### src/rtl/osd_spi_master.sv
// rtl/osd_spi_master.sv - SPI initiator driving the OSD sck/ss/sdi command port
//
// Ports:
//   clk, reset          single clock, synchronous active-high reset
//   cmd_valid/cmd_ready request handshake; cmd_op/cmd_line latched on accept
//   data_addr/data_in   payload fetch from caller-owned byte RAM (>=1 clk latency)
//   busy, done          frame in progress / one-clk pulse when ss rises
//   sck, ss, sdo        SPI clock (idle low), active-low select, MSB-first data
module osd_spi_master #(
  parameter int unsigned CLK_DIV = 2
) (
  input  logic       clk,
  input  logic       reset,
  input  logic       cmd_valid,
  output logic       cmd_ready,
  input  logic [1:0] cmd_op,
  input  logic [2:0] cmd_line,
  output logic [7:0] data_addr,
  input  logic [7:0] data_in,
  output logic       busy,
  output logic       done,
  output logic       sck,
  output logic       ss,
  output logic       sdo
);

  typedef enum logic [2:0] {
    S_IDLE,
    S_START,
    S_SETUP,
    S_HIGH,
    S_LOW,
    S_HOLD,
    S_GAP,
    S_DROP
  } state_t;

  localparam logic [7:0] DIV_LAST = 8'(CLK_DIV - 1);

  state_t     state_q, state_d;
  logic [7:0] div_q, div_d;
  logic [2:0] bit_q, bit_d;
  logic [8:0] byte_q, byte_d;
  logic [1:0] op_q, op_d;
  logic [2:0] line_q, line_d;
  logic [7:0] shreg_q, shreg_d;
  logic [7:0] data_addr_q, data_addr_d;
  logic       busy_q, busy_d;
  logic       done_q, done_d;
  logic       sck_q, sck_d;
  logic       ss_q, ss_d;
  logic       cmd_ready_q, cmd_ready_d;

  logic [7:0] cmd_byte;
  logic [8:0] last_byte;
  logic       div_end;
  logic [7:0] div_next;

  always_comb begin
    case (op_q)
      2'd0:    cmd_byte = 8'h40;
      2'd1:    cmd_byte = 8'h41;
      default: cmd_byte = {5'b00100, line_q};
    endcase
    // A line write carries the command plus 256 payload bytes.
    last_byte = (op_q == 2'd2) ? 9'd256 : 9'd0;
    div_end   = (div_q == DIV_LAST);
    div_next  = div_end ? 8'd0 : div_q + 8'd1;
  end

  always_comb begin
    state_d     = state_q;
    div_d       = div_q;
    bit_d       = bit_q;
    byte_d      = byte_q;
    op_d        = op_q;
    line_d      = line_q;
    shreg_d     = shreg_q;
    data_addr_d = data_addr_q;
    done_d      = 1'b0;
    sck_d       = sck_q;
    ss_d        = ss_q;

    case (state_q)
      S_IDLE: begin
        if (cmd_valid && cmd_ready_q) begin
          op_d    = cmd_op;
          line_d  = cmd_line;
          state_d = S_START;
        end
      end
      S_START: begin
        if (op_q == 2'd3) begin
          // Reserved op: swallowed without touching the SPI pins.
          done_d  = 1'b1;
          state_d = S_DROP;
        end else begin
          ss_d        = 1'b0;
          sck_d       = 1'b0;
          shreg_d     = cmd_byte;
          bit_d       = 3'd0;
          byte_d      = 9'd0;
          data_addr_d = 8'd0;
          div_d       = 8'd0;
          state_d     = S_SETUP;
        end
      end
      S_SETUP, S_LOW: begin
        div_d = div_next;
        if (div_end) begin
          sck_d   = 1'b1;
          state_d = S_HIGH;
        end
      end
      S_HIGH: begin
        div_d = div_next;
        if (div_end) begin
          sck_d = 1'b0;
          if (bit_q == 3'd7 && byte_q == last_byte) begin
            state_d = S_HOLD;
          end else begin
            state_d = S_LOW;
            if (bit_q == 3'd7) begin
              // Byte boundary: next byte comes straight from the RAM so ss never breaks.
              shreg_d = data_in;
              bit_d   = 3'd0;
              byte_d  = byte_q + 9'd1;
            end else begin
              shreg_d = {shreg_q[6:0], 1'b0};
              bit_d   = bit_q + 3'd1;
              // Prefetch the following payload byte early in the current one.
              if (bit_q == 3'd0 && byte_q != 9'd0) begin
                data_addr_d = (byte_q == 9'd256) ? 8'hFF : byte_q[7:0];
              end
            end
          end
        end
      end
      S_HOLD: begin
        div_d = div_next;
        if (div_end) begin
          ss_d    = 1'b1;
          done_d  = 1'b1;
          state_d = S_GAP;
        end
      end
      S_GAP: begin
        div_d = div_next;
        if (div_end) begin
          state_d = S_IDLE;
        end
      end
      S_DROP: begin
        state_d = S_IDLE;
      end
      default: begin
        state_d = S_IDLE;
      end
    endcase

    busy_d      = (state_d != S_IDLE);
    cmd_ready_d = (state_d == S_IDLE);
  end

  always_ff @(posedge clk) begin
    if (reset) begin
      state_q     <= S_IDLE;
      div_q       <= 8'd0;
      bit_q       <= 3'd0;
      byte_q      <= 9'd0;
      op_q        <= 2'd0;
      line_q      <= 3'd0;
      shreg_q     <= 8'd0;
      data_addr_q <= 8'd0;
      busy_q      <= 1'b0;
      done_q      <= 1'b0;
      sck_q       <= 1'b0;
      ss_q        <= 1'b1;
      cmd_ready_q <= 1'b1;
    end else begin
      state_q     <= state_d;
      div_q       <= div_d;
      bit_q       <= bit_d;
      byte_q      <= byte_d;
      op_q        <= op_d;
      line_q      <= line_d;
      shreg_q     <= shreg_d;
      data_addr_q <= data_addr_d;
      busy_q      <= busy_d;
      done_q      <= done_d;
      sck_q       <= sck_d;
      ss_q        <= ss_d;
      cmd_ready_q <= cmd_ready_d;
    end
  end

  assign cmd_ready = cmd_ready_q;
  assign data_addr = data_addr_q;
  assign busy      = busy_q;
  assign done      = done_q;
  assign sck       = sck_q;
  assign ss        = ss_q;
  assign sdo       = shreg_q[7];

endmodule

### config.mk
export PLATFORM = sky130hd
export DESIGN_NAME = osd_spi_master
export DESIGN_NICKNAME = d
export VERILOG_FILES = /design/src/rtl/osd_spi_master.sv
export SDC_FILE = /design/constraint.sdc
export NUM_CORES = 1
export LEC_CHECK = 0
export ABC_AREA = 1
export CAP_MARGIN = 20
export CORE_MARGIN = 1
export CORE_UTILIZATION = 50
export CTS_BUF_LIST = sky130_fd_sc_hd__clkbuf_8
export CTS_CLUSTER_SIZE = 12
export DETAILED_ROUTE_END_ITERATION = 8
export PLACE_DENSITY = 0.72
export SETUP_SLACK_MARGIN = 0.1
export SLEW_MARGIN = 0
export SYNTH_ARGS = -nofsm -noshare
export SYNTH_HDL_FRONTEND = slang
export SYNTH_SLANG_ARGS = --single-unit
### constraint.sdc
create_clock -name clk -period 2.1 [get_ports clk]
set_input_delay 0.42 -clock clk [delete_from_list [all_inputs] [get_ports clk]]
set_output_delay 0.42 -clock clk [all_outputs]
set_load 0.01 [all_outputs]
# After elaboration in Yosys (flattened, before gate mapping)

Index checks and enable logic that the tools add are counted.

Memories: 0
Word-level logic and storage cells: 102
RAM bits: 0
Output and inout bits: 14
Bits in registers: 49
Memory bits (read-only): 0
Bits in latches: 0

Order comparisons: 0
Mux-type cells: 42
Div/mod/pow operators: 0
Shifts and indexed selects: 0
Add/sub/neg operators: 3
Multipliers: 0
Reduce and logical (&&, ||, !) cells: 22
Eq/ne operators: 22
Bitwise gates (word level): 0

Operators by type and width:

| cell                                                | count |
|---|---|
| two-way mux 8 bit                                   | 11 |
| case mux 8 bit (2 select lines)                     | 3 |
| two-way mux 9 bit                                   | 5 |
| two-way mux 3 bit                                   | 10 |
| case mux 3 bit (7 select lines)                     | 1 |
| case mux 9 bit (2 select lines)                     | 1 |
| != test 2 bit, second input constant                | 8 |
| equality test 3 bit, second input constant          | 5 |
| case mux 7 bit (2 select lines)                     | 1 |
| adder 9 x 1 -> 9 bit, second input constant         | 1 |
| equality test 9 bit                                 | 1 |
| equality test 9 bit, second input constant          | 1 |
| zero test 3 bit                                     | 3 |
| nonzero test 9 bit                                  | 1 |
| adder 8 x 1 -> 8 bit, second input constant         | 1 |
| equality test 8 x 1 -> 1 bit, second input constant | 1 |
| AND reduction 4 bit                                 | 2 |
| equality test 3 x 2 -> 1 bit, second input constant | 2 |
| two-way mux 1 bit                                   | 6 |
| case mux 3 bit (2 select lines)                     | 1 |
| AND reduction 6 bit                                 | 1 |
| nonzero test 2 bit                                  | 3 |
| nonzero test 3 bit                                  | 2 |
| AND reduction 5 bit                                 | 1 |
| 12 further kinds                                    | 17 |

# Depth between registers and ports, before layout

Word-level depth: 8
Depth in mapped cells: 12
Mapped depth without buffers: 12

# Worst setup path after synthesis

Ideal clock, no wire load.

Path type: flip-flop to flip-flop
From: register bit_q[0]
To: register bit_q[0]
Arrival: 1.511 ns
Period minus slack after synthesis: 1.627 ns
Buffers on the path: 0
Data required time: 1.984 ns
Setup slack: 0.473 ns
Stages on the path, launching flop included: 11
Cell sequence: dfxtp_1 ha_1 ha_1 nand2_1 nor2_1 nand2_1 nand2_1 nand2_1 nand2_1 o21ai_0 nor2_1

Word-level cells in the longest chain between the ends: 5
Elaborated cells between the ends (all ways): 9
Classes of those cells: add/sub: 1; eq/ne: 2; mux: 4; reduce/logical: 2

Ends and longest elaborated chain:

| item                                                               | RTL line      | RTL |
|---|---|---|
| from (decl)                                                        | 42            | `logic [2:0] bit_q, bit_d;` |
| from (signal assigned)                                             | 183           | `bit_q <= bit_d;` |
| adder 3 x 1 -> 3 bit / equality test 3 bit (equally long branches) | 130, 119, 123 |  |
| two-way mux 3 bit                                                  | 123           | `if (bit_q == 3'd7) begin` |
| two-way mux 3 bit                                                  | 119           | `if (bit_q == 3'd7 && byte_q == last_byte) begin` |
| two-way mux 3 bit                                                  | 117           | `if (div_end) begin` |
| case mux 3 bit (2 select lines)                                    | 84            | `case (state_q)` |

Several ways; a longest one is shown, not always the timed one. The select of a mux whose other input is x is not followed.
A chain may end at the register's enable or synchronous reset.

# Worst setup path after layout

From: register bit_q[0]
To: register data_addr_q[2] (netlist: data_addr[2])

Word-level cells in the longest chain between the ends: 4
Elaborated cells between the ends (all ways): 8
Classes of those cells: eq/ne: 4; reduce/logical: 4

Ends and longest elaborated chain:

| item                                                          | RTL line      | RTL |
|---|---|---|
| equality test 3 bit / zero test 3 bit (equally long branches) | 119, 123, 132 |  |
| logical AND 1 bit (on tied branches)                          | 119, 132      |  |
| != test 2 bit (no line)                                       | n/a           |  |
| AND reduction 6 bit (no line) *                               | n/a           |  |
| to (signal assigned)                                          | 188           | `data_addr_q <= data_addr_d;` |
| to (decl)                                                     | 47            | `logic [7:0] data_addr_q, data_addr_d;` |

Mark *: on every way between the ends. The rest lies on a longest branch, timed or not.

==> impl_metrics.env <==
export IMPL_status="finished, final reports clean"
export IMPL_design_portCount=30
export IMPL_finalHoldViolations=0
export IMPL_ctsLongestPathBuffers=2
export IMPL_numPlacedInstances=515
export IMPL_hpwl_reported_at_the_end_of_detailed_placement_mm=4.22
export IMPL_yosys_cell_types_count=28
export IMPL_std_cell_rows=26
export IMPL_core_area_um2=5170
export IMPL_largest_net_degree_at_the_start_of_global_routing=21
export IMPL_leakage_nw=1.40
export IMPL_period_needed_ps=1800
export IMPL_setup_tns_final_ps=0
export IMPL_slew_headroom_pct=66.3
export IMPL_via_count=2556
export IMPL_rsz_0062_raised_after_global_routing="false"
export IMPL_r2r_start="bit_q[0]"
export IMPL_syn_nets=446
export IMPL_period_share_pct=85.6
export IMPL_detail_route_wl_per_cell_um=10.5
export IMPL_placedInstanceArea_um2=3070
export IMPL_path_cells="ha_1, ha_1, nand2_1, nor2_1, nand2_1, nand2_1, nand2_2, nand3_2, nand2_1, inv_1, nor2_1"
export IMPL_finish_utilization_pct=61.9
export IMPL_chip_width_um=75.7
export IMPL_launch_instance_of_the_worst_min_delay_path="line_q[1]"
export IMPL_rr_worst_depth=11
export IMPL_cts_clk_slew_worst_paths_ps=90
export IMPL_drt_iter0_drc=146
export IMPL_antenna_cells_inserted=0
export IMPL_fraction_of_layout_cells_with_a_size_suffix_above_1_pct=6.78
export IMPL_detail_route_drc_violations=0
export IMPL_fin_worst_hold_slack_ps=450
export IMPL_cts_inserted_buffers=5
export IMPL_floorplan_die_height_um=75.7
export IMPL_place_congestion=0.864
export IMPL_tritoncts="yes"
export IMPL_number_of_slew_limit_violations_in_the_final_report=0
export IMPL_crit_slowest_cell="sky130_fd_sc_hd__dfxtp_1"
export IMPL_critical_path_most_common_cell="sky130_fd_sc_hd__nand2_1"
export IMPL_layout_cells_most_common="sky130_fd_sc_hd__nand2_1"
export IMPL_nFillCells=514
export IMPL_hp_class="reg -> reg"
export IMPL_cts_max_level=2
export IMPL_routed_via_density=4.85
export IMPL_ys_seq_area_share_pct=36.1
export IMPL_postSynthCellCount=423
export IMPL_floorplan_die_area_um2=5730
export IMPL_totalWireLength_mm=5.55
export IMPL_setup_viol=0
export IMPL_worst_setup_path_start_kind="register"
export IMPL_finClkSkew_ps=7.44
export IMPL_end_kind="register"
export IMPL_postLayoutSetupSlackWorst_ps=302
export IMPL_stdcell_area_um2=3200
export IMPL_placement_setup_worst_slack_ps=141
export IMPL_post_layout_total_power_mw=2.52
export IMPL_cp_data_required_time_ps=2300
export IMPL_final_cell_count_no_fill=527
export IMPL_clkSinkCount=49
export IMPL_cp_arrival_ps=2000
export IMPL_synth_avg_cell_area_um2=6.42
export IMPL_grt_antenna_before_repair=0
export IMPL_timing_critical_path_slowest_cell_delay_ps=400
export IMPL_grt_overflow_total=0
export IMPL_dr_pass1_iters=4
export IMPL_master_cell_of_the_clock_root_buffer="sky130_fd_sc_hd__clkbuf_8"
export IMPL_worst_path_max_fanout=10
export IMPL_clk_insertion_delay_late_ps=300
export IMPL_syn_area_um2=2720
export IMPL_residual_antenna_violating_net_count_after_detailed_routing=0
export IMPL_grt_usage_pct=20.7
export IMPL_min_path_cells=2
export IMPL_vdd_ir_drop_max_mv=0.434
export IMPL_crit_path_start="bit_q[0]"
export IMPL_timing_setup_critical_path_class="reg -> reg"
export IMPL_power_density_nw_per_um2=788
export IMPL_synth_seq_cells=49
export IMPL_synth_yosys_warnings=0
export IMPL_number_of_input_and_output_port_buffers_inserted=29
export IMPL_layout_area_overhead_vs_synth_pct=18.0
export IMPL_floorplan_initialDensity_pct=52.5
export IMPL_first_pass_grt_wire_length_mm=9.16
export IMPL_timing_fmax_mhz=556
export IMPL_grt_pass1_vias=2206
export IMPL_commonest_cells_after_routing_fill_and_taps_aside="129 x sky130_fd_sc_hd__nand2_1, 72 x sky130_fd_sc_hd__nor2_1, 56 x sky130_fd_sc_hd__inv_1, 49 x sky130_fd_sc_hd__dfxtp_1, 29 x sky130_fd_sc_hd__clkdlybuf4s50_1"
export IMPL_nets=479
export IMPL_timing_worst_slew_pin_value_ps=506
export IMPL_cap_viol_max_count=0
state kept, by name, indices dropped and copies added (netlist names):
register	cells
bit_q	3
busy	1
byte_q	9
data_addr	8
cmd_ready	1
div_q	8
sck	1
op_q	2
state_q	3
done	1
ss	1
line_q	3
shreg_q	8
layer usage:
metal	vias to the layer above	global-route usage [%]	share of wire, %
li1	1382	-	-
met1	1121	25.3	48
met2	44	37.1	47
met3	9	2.78	2.9
met4	0	7.41	1.6
met5	-	0	0
power by group:
part           internal (mW)  leakage, nW  switching (mW)
logic                  0.350        0.947           0.489
clock network          0.223       0.0519           0.301
registers               1.07        0.400          0.0910
critical path: cells and delay by family (launching register included):
kind / cells / cell delay [ps]
adder cells (fa/ha/maj): 2 / 400
buffers and inverters: 1 / 50
flip-flops: 1 / 400
AND/OR/NAND/NOR: 8 / 840
logic make-up (layout without fill, tap and decap cells):
kind of cell	after synthesis	after routing	synth area share (%)
and+or+nand+nor	245	245	38.3
adders and majority gates	7	7	3.23
buffers and inverters	67	101	9.95
AOI/OAI and AO/OA	50	50	10.7
DFF	49	49	36.1
xor gates and xnor gates	5	5	1.61
synthesized netlist by cell type, drive strengths merged:
library cell,number,area share [%]
nand4,9,2.1
nand2,134,19
a22oi,3,0.83
dfxtp,49,36
ha,7,3.2
nand3,18,4.1
or2,1,0.23
clkbuf,6,0.83
buf,4,1.2
nor2,74,11
a21oi,24,5.0
o21ai,17,3.3
nor3b,3,0.83
nor3,6,1.1
a211oi,3,0.83
o21bai,3,0.83
inv,57,8.0
xor2,5,1.6
area by class of cell:
cell class / count / area [um^2] / share of cell area, %
Clock inverter: 3 / 11.3 / 0.351
Sequential cell: 49 / 981 / 30.6
Timing Repair Buffer: 36 / 355 / 11.1
Multi-Input combinational cell: 307 / 1480 / 46.2
Clock buffer: 5 / 68.8 / 2.15
Inverter: 57 / 219 / 6.83
Tap cell: 70 / 87.6 / 2.73
path summary, 6_finish.rpt:
| kind | to | slack [ps] |
|---|---|---|
| setup reg to reg | data_addr[2] | 300 |
| setup / recovery | data_addr[2] | 300 |
| hold / removal | line_q[1] | 450 |
| hold reg to reg | line_q[1] | 450 |
repair_timing:
action | in CTS | in global routing
hold buffers | 0 | 0
setup buffers | 0 | 4
endpoints found under the setup margin | 0 | 29
resized for setup | 0 | 6
(Power assumes the default switching activity.)
